===== config.mk =====
export PLATFORM = sky130hd
export DESIGN_NAME = vram_arbiter_flat
export DESIGN_NICKNAME = d
export VERILOG_FILES = /design/src/rtl/vram_arbiter_if.sv /design/src/rtl/vram_arbiter.sv /design/src/flat_wrapper.sv
export SDC_FILE = /design/constraint.sdc
export NUM_CORES = 1
export LEC_CHECK = 0
export CORE_MARGIN = 4
export CORE_UTILIZATION = 40
export DETAILED_ROUTE_END_ITERATION = 6
export PLACE_DENSITY = 0.79
export SLEW_MARGIN = 10
export SYNTH_ARGS = -nofsm -noshare
export SYNTH_HDL_FRONTEND = slang
export SYNTH_SLANG_ARGS = --single-unit
export TNS_END_PERCENT = 100

===== constraint.sdc =====
create_clock -name clk -period 1.6 [get_ports clk]
set_input_delay 0.16 -clock clk [delete_from_list [all_inputs] [get_ports clk]]
set_output_delay 0.16 -clock clk [all_outputs]
set_load 0.05 [all_outputs]

===== src/rtl/vram_arbiter_if.sv =====
// rtl/vram_arbiter_if.sv - writer request/acknowledge bus into vram_arbiter
// Purpose: groups the game-logic writer handshake into one bundle.
// Signals:
//   wr_req  (writer -> arbiter) request, held with wr_addr/wr_data until wr_ack
//   wr_addr (writer -> arbiter) framebuffer write address
//   wr_data (writer -> arbiter) RGB 2-2-2 pixel to write
//   wr_ack  (arbiter -> writer) one-cycle pulse, request taken
//   wr_err  (arbiter -> writer) one-cycle pulse with wr_ack, address out of range
//   wr_busy (arbiter -> writer) write buffer is full
interface vram_arbiter_if #(
    parameter int ADDR_W = 15,
    parameter int DATA_W = 6
);
    logic              wr_req;
    logic [ADDR_W-1:0] wr_addr;
    logic [DATA_W-1:0] wr_data;
    logic              wr_ack;
    logic              wr_err;
    logic              wr_busy;

    modport master (
        output wr_req, wr_addr, wr_data,
        input  wr_ack, wr_err, wr_busy
    );

    modport slave (
        input  wr_req, wr_addr, wr_data,
        output wr_ack, wr_err, wr_busy
    );
endinterface


===== src/rtl/vram_arbiter.sv =====
// rtl/vram_arbiter.sv - pixel RAM port arbiter between scan-out and game-logic writes
// Purpose: display reads own the RAM port during active video; writes wait in a
// one-entry buffer and drain only when the port is free in blanking. Also emits
// the RGB pixel and syncs, delayed three stages so they stay aligned.
// Ports:
//   clk, reset                      pixel clock, async active-high reset
//   col_count, row_count, valid     timing generator position and active-area flag
//   hsync_in, vsync_in              raw active-low syncs
//   pix_data, pix_valid             pixel to the DAC and its valid flag
//   hsync_out, vsync_out            syncs aligned with pix_data
//   wr                              writer bus (slave side)
//   mem_addr, mem_we, mem_wdata     single-port RAM command
//   mem_rdata                       RAM read data, one cycle after mem_addr
module vram_arbiter #(
    parameter int FB_W   = 160,
    parameter int FB_H   = 120,
    parameter int ADDR_W = 15,
    parameter int DATA_W = 6
) (
    input  logic              clk,
    input  logic              reset,
    input  logic [9:0]        col_count,
    input  logic [9:0]        row_count,
    input  logic              valid,
    input  logic              hsync_in,
    input  logic              vsync_in,
    output logic [DATA_W-1:0] pix_data,
    output logic              pix_valid,
    output logic              hsync_out,
    output logic              vsync_out,
    vram_arbiter_if.slave     wr,
    output logic [ADDR_W-1:0] mem_addr,
    output logic              mem_we,
    output logic [DATA_W-1:0] mem_wdata,
    input  logic [DATA_W-1:0] mem_rdata
);

    localparam logic [ADDR_W:0] FB_LIMIT = (ADDR_W + 1)'(FB_W * FB_H);

    typedef enum logic {
        ST_EMPTY = 1'b0,
        ST_FULL  = 1'b1
    } state_t;

    logic [ADDR_W-1:0] row_fb;
    logic [ADDR_W-1:0] col_fb;
    logic [ADDR_W-1:0] row_term;
    logic              addr_oob;

    state_t            state_d,     state_q;
    logic [ADDR_W-1:0] buf_addr_d,  buf_addr_q;
    logic [DATA_W-1:0] buf_data_d,  buf_data_q;
    logic              wr_ack_d,    wr_ack_q;
    logic              wr_err_d,    wr_err_q;
    logic              mem_we_d,    mem_we_q;
    logic [ADDR_W-1:0] disp_addr_d, disp_addr_q;
    logic              v1_d,  v1_q,  v2_d,  v2_q;
    logic              hs1_d, hs1_q, hs2_d, hs2_q;
    logic              vs1_d, vs1_q, vs2_d, vs2_q;
    logic [DATA_W-1:0] pix_data_d,  pix_data_q;
    logic              pix_valid_d, pix_valid_q;
    logic              hsync_out_d, hsync_out_q;
    logic              vsync_out_d, vsync_out_q;

    // Each framebuffer pixel covers 4x4 screen pixels.
    assign row_fb = ADDR_W'(row_count[9:2]);
    assign col_fb = ADDR_W'(col_count[9:2]);

    generate
        if (FB_W == 160) begin : g_row_160
            assign row_term = (row_fb << 7) + (row_fb << 5);
        end else begin : g_row_gen
            assign row_term = row_fb * ADDR_W'(FB_W);
        end
    endgenerate

    assign addr_oob = {1'b0, wr.wr_addr} >= FB_LIMIT;

    always_comb begin
        disp_addr_d = row_term + col_fb;
        v1_d        = valid;
        hs1_d       = hsync_in;
        vs1_d       = vsync_in;
        v2_d        = v1_q;
        hs2_d       = hs1_q;
        vs2_d       = vs1_q;
        // Blanking is forced black regardless of what the RAM returned.
        pix_data_d  = v2_q ? mem_rdata : '0;
        pix_valid_d = v2_q;
        hsync_out_d = hs2_q;
        vsync_out_d = vs2_q;

        state_d    = state_q;
        buf_addr_d = buf_addr_q;
        buf_data_d = buf_data_q;
        wr_ack_d   = 1'b0;
        wr_err_d   = 1'b0;
        mem_we_d   = 1'b0;

        case (state_q)
            ST_EMPTY: begin
                // The writer may still hold wr_req during the ack cycle, so
                // that cycle must not be taken as a second request.
                if (wr.wr_req && !wr_ack_q) begin
                    wr_ack_d = 1'b1;
                    if (addr_oob) begin
                        wr_err_d = 1'b1;
                    end else begin
                        buf_addr_d = wr.wr_addr;
                        buf_data_d = wr.wr_data;
                        state_d    = ST_FULL;
                    end
                end
            end
            ST_FULL: begin
                // valid now is v1 next cycle: the drain cycle is guaranteed
                // to be a cycle where the display does not own the port.
                if (!valid) begin
                    mem_we_d = 1'b1;
                    state_d  = ST_EMPTY;
                end
            end
            default: state_d = ST_EMPTY;
        endcase
    end

    always_ff @(posedge clk or posedge reset) begin
        if (reset) begin
            state_q     <= ST_EMPTY;
            buf_addr_q  <= '0;
            buf_data_q  <= '0;
            wr_ack_q    <= 1'b0;
            wr_err_q    <= 1'b0;
            mem_we_q    <= 1'b0;
            disp_addr_q <= '0;
            v1_q        <= 1'b0;
            v2_q        <= 1'b0;
            hs1_q       <= 1'b1;
            hs2_q       <= 1'b1;
            vs1_q       <= 1'b1;
            vs2_q       <= 1'b1;
            pix_data_q  <= '0;
            pix_valid_q <= 1'b0;
            hsync_out_q <= 1'b1;
            vsync_out_q <= 1'b1;
        end else begin
            state_q     <= state_d;
            buf_addr_q  <= buf_addr_d;
            buf_data_q  <= buf_data_d;
            wr_ack_q    <= wr_ack_d;
            wr_err_q    <= wr_err_d;
            mem_we_q    <= mem_we_d;
            disp_addr_q <= disp_addr_d;
            v1_q        <= v1_d;
            v2_q        <= v2_d;
            hs1_q       <= hs1_d;
            hs2_q       <= hs2_d;
            vs1_q       <= vs1_d;
            vs2_q       <= vs2_d;
            pix_data_q  <= pix_data_d;
            pix_valid_q <= pix_valid_d;
            hsync_out_q <= hsync_out_d;
            vsync_out_q <= vsync_out_d;
        end
    end

    assign mem_addr   = v1_q ? disp_addr_q : buf_addr_q;
    assign mem_we     = mem_we_q;
    assign mem_wdata  = buf_data_q;
    assign pix_data   = pix_data_q;
    assign pix_valid  = pix_valid_q;
    assign hsync_out  = hsync_out_q;
    assign vsync_out  = vsync_out_q;
    assign wr.wr_ack  = wr_ack_q;
    assign wr.wr_err  = wr_err_q;
    assign wr.wr_busy = (state_q == ST_FULL);

endmodule


===== src/flat_wrapper.sv =====
// flat-port wrapper written by rule: the top's interface ports become plain ports
module vram_arbiter_flat 
#(
    parameter int FB_W   = 160,
    parameter int FB_H   = 120,
    parameter int ADDR_W = 15,
    parameter int DATA_W = 6
)
  (clk, reset, col_count, row_count, valid, hsync_in, vsync_in, pix_data, pix_valid, hsync_out, vsync_out, mem_addr, mem_we, mem_wdata, mem_rdata, wr_wr_req, wr_wr_addr, wr_wr_data, wr_wr_ack, wr_wr_err, wr_wr_busy);
  vram_arbiter_if #(.ADDR_W(ADDR_W), .DATA_W(DATA_W)) wr_i ();
  input  logic clk;
  input  logic reset;
  input  logic [9:0] col_count;
  input  logic [9:0] row_count;
  input  logic valid;
  input  logic hsync_in;
  input  logic vsync_in;
  output logic [DATA_W-1:0] pix_data;
  output logic pix_valid;
  output logic hsync_out;
  output logic vsync_out;
  output logic [ADDR_W-1:0] mem_addr;
  output logic mem_we;
  output logic [DATA_W-1:0] mem_wdata;
  input  logic [DATA_W-1:0] mem_rdata;
  input wire logic [$bits(wr_i.wr_req)-1:0] wr_wr_req;
  input wire logic [$bits(wr_i.wr_addr)-1:0] wr_wr_addr;
  input wire logic [$bits(wr_i.wr_data)-1:0] wr_wr_data;
  output wire logic [$bits(wr_i.wr_ack)-1:0] wr_wr_ack;
  output wire logic [$bits(wr_i.wr_err)-1:0] wr_wr_err;
  output wire logic [$bits(wr_i.wr_busy)-1:0] wr_wr_busy;
  assign wr_i.wr_req = wr_wr_req;
  assign wr_i.wr_addr = wr_wr_addr;
  assign wr_i.wr_data = wr_wr_data;
  assign wr_wr_ack = wr_i.wr_ack;
  assign wr_wr_err = wr_i.wr_err;
  assign wr_wr_busy = wr_i.wr_busy;
  vram_arbiter #(.FB_W(FB_W), .FB_H(FB_H), .ADDR_W(ADDR_W), .DATA_W(DATA_W)) u_core (.clk(clk), .reset(reset), .col_count(col_count), .row_count(row_count), .valid(valid), .hsync_in(hsync_in), .vsync_in(vsync_in), .pix_data(pix_data), .pix_valid(pix_valid), .hsync_out(hsync_out), .vsync_out(vsync_out), .wr(wr_i), .mem_addr(mem_addr), .mem_we(mem_we), .mem_wdata(mem_wdata), .mem_rdata(mem_rdata));
endmodule

# After elaboration in Yosys (flattened, before gate mapping)

Cells that the tools add are included.

Flip-flop bits (word level): 55
Input bits: 53
Word-level logic and storage cells: 38

Add/subtract/negate cells: 2
$lt $le $gt $ge: 1
Muxes and demuxes: 13
Bitwise gates (word level): 2
Reductions and logical operators: 3

Operators with widths:

| cell                                        | number |
|---|---|
| adder 15 x 13 -> 15 bit                     | 1 |
| adder 15 x 8 -> 15 bit                      | 1 |
| >= comparator 15 bit, second input constant | 1 |
| 2-to-1 mux 15 bit                           | 1 |
| 2-to-1 mux 1 bit                            | 10 |
| 2-to-1 mux 6 bit                            | 1 |
| AND reduction 3 bit                         | 1 |
| inverter 1 bit                              | 2 |
| case mux 1 bit (2 select lines)             | 1 |
| logical AND 1 bit                           | 1 |
| zero test 1 bit                             | 1 |

# Longest topological paths before layout

Depth in word-level cells: 4
Depth in mapped cells: 7
Mapped depth without buffers: 7

# Worst setup path before layout

No wires, ideal clock.

Kind: input port to flip-flop
Start: input col_count[9]
End: register u_core.disp_addr_q[14]
Library setup time: 131 ps
Arrival time: 1,988 ps
Data required time: 1,469 ps
Slack: -519 ps
Cell stages on the path: 6
Buffers on the path: 0
Cell sequence: fa_1 > fa_1 > a211oi_1 > nor3_1 > mux2i_1 > or3_1

Cells in the longest elaborated chain, start to end: 1

RTL lines:

| item                       | line                | RTL |
|---|---|---|
| start: declaration         | flat_wrapper.sv:13  | `input logic [9:0] col_count;` |
| adder 15 x 8 -> 15 bit     | vram_arbiter.sv:80  | `disp_addr_d = row_term + col_fb;` |
| net u_core.disp_addr_d[14] | vram_arbiter.sv:56  | `logic [ADDR_W-1:0] disp_addr_d, disp_addr_q;` |
| end signal: assignment     | vram_arbiter.sv:153 | `disp_addr_q <= disp_addr_d;` |
| end: declaration           | vram_arbiter.sv:56  |  |

The timed path passes the listed nets, and every way through them passes these cells.
A chain may end at the register's enable or synchronous reset.

# Worst setup path in the final report

Ends and elaborated chain as after synthesis.

==> qor.txt <==
Wire length per cell - 15.5 um
Sw Share - 34.4%
Total GRT Usage - 15.5%
Unique masters post-synth - 32
Drt total wl - 5480 um
WP data arrival - 1920 ps
WS Path Type - input port to flip-flop
Chip width - 85.1 um
Met2 WL - 2820 um
Area Overhead vs Synth - 65.6%
Worst setup EP type - flip-flop
Clock Sink Count - 55
Core Area - 5640 sq um
Clk_lat worst skew - 290 ps
EDFF count, synth - 0
Iteration count of the initial detailed-routing pass - 3
Max Fclk - 573 MHz
VDD IR-drop max - 626 uV
Failing checks - setup timing
Number of global-route vias before repair - 1844
Starting Density - 42.2%
DIE HEIGHT - 85.1 um
Slew @ Worst Pin - 280 ps
Setup Skew - 2.73 ps
Clock Path Buffers - 2
Hold Violations, Final - 0
RSZ-0062 raised after global routing - yes
Final antenna-violating net count - 0
Num CTS Buffers - 5
Max-Cap Viols - 0
Port Buffer Count - 82
DIE AREA - 7250 sq um
Net count, final - 350
Fin crit period - 1740 ps
Top cells by area, synth - dfrtp_1 (52%), mux2_1 (9.0%), mux2_2 (8.5%)
Gate power share - 43.6%
Register share of total power - 37.3%
Commonest cells post-synth - dfrtp_1 (49), mux2_1 (19), mux2_2 (18), ha_1 (15), a21oi_1 (7)
Hold Path Class - input port to flip-flop
Pwr/cell area - 1220 nW/um^2
Clock transition at path regs - 90 ps
Gr ovfl total - 0
Avg Synthesized Cell Area - 14.5 sq um
Slew margin rel. - 81.3%
Part of the cycle the worst path needs - 109%
YS warnings - 0
Root Driver - clkbuf_8
CP required - 1780 ps
Mapped cell area - 2380 sq um
H-tree depth - 2
Post-Synthesis Cells - 164
Post-DP HPWL - 3810 um
Leak Pwr - 1.79 nW
Top sig layer - met4
Status - complete, but fails checks
First-pass GRT wire length - 8940 um
Final Power - 0.00481 W
FF+latch count, synth - 55
# DRC - 0
Setup ws final - -144 ps
Post-Syn Nets - 234
First DRT Iteration DRCs - 22
Clk pwr share - 19.1%
Initial antenna violation count - 0
Cell with the most instances after synthesis - dfrtp_1
Critical-path maximum fanout - 2
Synth area leader - dfrtp_1
Ys flop type - dfrtp_1
Fill cell count - 414
Antenna cell count - 0
CTS tree - yes
Top-area cell type share of the netlist area - 51.5%
Total internal power - 0.00316 W
Synth async-reset ratio - 100%
GPL Wtd Cong - 0.797
Largest net degree at the start of global routing - 56
Via count - 1708
Met3 wire length - 396 um
P_sw - 0.00165 W
Share of post-route cells with drive strength above 1 - 51.2%
Pins over their slew limit - 0
Crit path launch type - input port
Sequential fraction of the synthesis area - 58.1%
Routed vias/inst - 4.84
DRT met1 WL - 2240 um
Row Count - 27
Setup TNS - -229 ps
Setup violations, final - 2
Boundary pin count - 87
[layer usage]
metal | vias up | track usage (%)
met3 | 2 | 3.69
met5 | - | 0
li1 | 808 | -
met2 | 57 | 27.4
met4 | 0 | 3.45
met1 | 841 | 19.3
[repair_timing]
item,in CTS,in global routing
setup buffers,6,3
pin swaps,23,13
hold buffers,0,0
gates cloned,1,1
setup endpoints to repair,26,26
resized for setup,53,47
[metrics by stage]
step           worst slack (ps)  instance area, sq um  cells  hold WS [ps]  utilization (%)
2_1_floorplan              -292                  2390    164           164                -
3_3_place_gp               -861                  3390    336           346             60.1
3_5_place_dp               -884                  3390    336           347             60.1
4_1_cts                    -235                  3790    351           110             67.2
5_1_grt                    -176                  3940    353          84.8             69.8
6_report                   -144                  3940    353           103             69.8
[critical path: stages]
cell      delay, ps
buf_6            90
fa_1            500
fa_2            390
a211oi_4        290
nor3_2           70
mux2i_1         110
or3_1           300
[sequential cells by signal, summed over array words and instances, names as in the netlist, 6 cells and up]
| register | count |
|---|---|
| u_core.mem_wdata | 6 |
| u_core.buf_addr_q | 15 |
| u_core.disp_addr_q | 15 |
| u_core.pix_data | 6 |
[logic make-up (layout without fill, tap and decap cells)]
| group | after synthesis | count (layout) | synth area share (%) |
|---|---|---|---|
| flip-flops | 55 | 55 | 58.1 |
| multiplexers | 38 | 38 | 17.9 |
| AO/OA/AOI/OAI | 19 | 19 | 5.21 |
| buffers and inverters | 6 | 123 | 1.63 |
| AND/OR/NAND/NOR | 24 | 24 | 5.68 |
| adder cells (fa/ha/maj) | 17 | 17 | 9.57 |
| XOR/XNOR | 5 | 5 | 1.84 |
[cells in the final DEF (no fill, tap or decap), drive strengths merged, types with 3 or more instances in the layout]
| master | Yosys | final |
|---|---|---|
| xnor2 | 3 | 3 |
| mux2 | 37 | 37 |
| clkbuf | 1 | 9 |
| a21oi | 8 | 8 |
| ha | 15 | 15 |
| clkdlybuf4s15 | 0 | 4 |
| nor2 | 5 | 5 |
| dfstp | 6 | 6 |
| and2 | 6 | 6 |
| dfrtp | 49 | 49 |
| dlygate4sd2 | 0 | 4 |
| a21o | 4 | 4 |
| buf | 3 | 67 |
| clkdlybuf4s50 | 0 | 33 |
[power groups by stage]
stage                     registers (W)  clock network (W)  logic [W]
after floorplan                 0.00205                  0   0.000887
after global placement          0.00179                  0    0.00172
after detailed placement        0.00181                  0    0.00174
after CTS                       0.00178           0.000954    0.00190
after global routing            0.00183            0.00101    0.00222
final                           0.00179           0.000917    0.00210
[final cells by class]
cell class	instances	area, sq um	area share, %
flip-flops and latches	55	1390	35.2
clock buffers	6	82.6	2.10
inverters	2	7.51	0.191
clock inverters	2	35.0	0.889
well taps	72	90.1	2.29
repair buffers	113	1090	27.8
multi-input cells	103	1240	31.6
[worst paths after layout]
path                                        startpoint                                to  slack [ps]  cells past startpoint
setup reg to reg           u_core.wr.wr_busy$_DFF_PP0_  u_core.buf_addr_q[9]$_DFFE_PP0P_         100                      6
max in group asynchronous                        reset            u_core.vs1_q$_DFF_PP1_        1090                      3
hold reg to reg                 u_core.vs1_q$_DFF_PP1_            u_core.vs2_q$_DFF_PP1_         360                      0
hold / removal                            row_count[2]   u_core.disp_addr_q[5]$_DFF_PP0_         100                      2
setup / recovery                          col_count[9]  u_core.disp_addr_q[14]$_DFF_PP0_        -140                      7
min in group asynchronous                        reset      u_core.pix_data[5]$_DFF_PP0_         220                      3
Power figures use the tool's default switching activity.
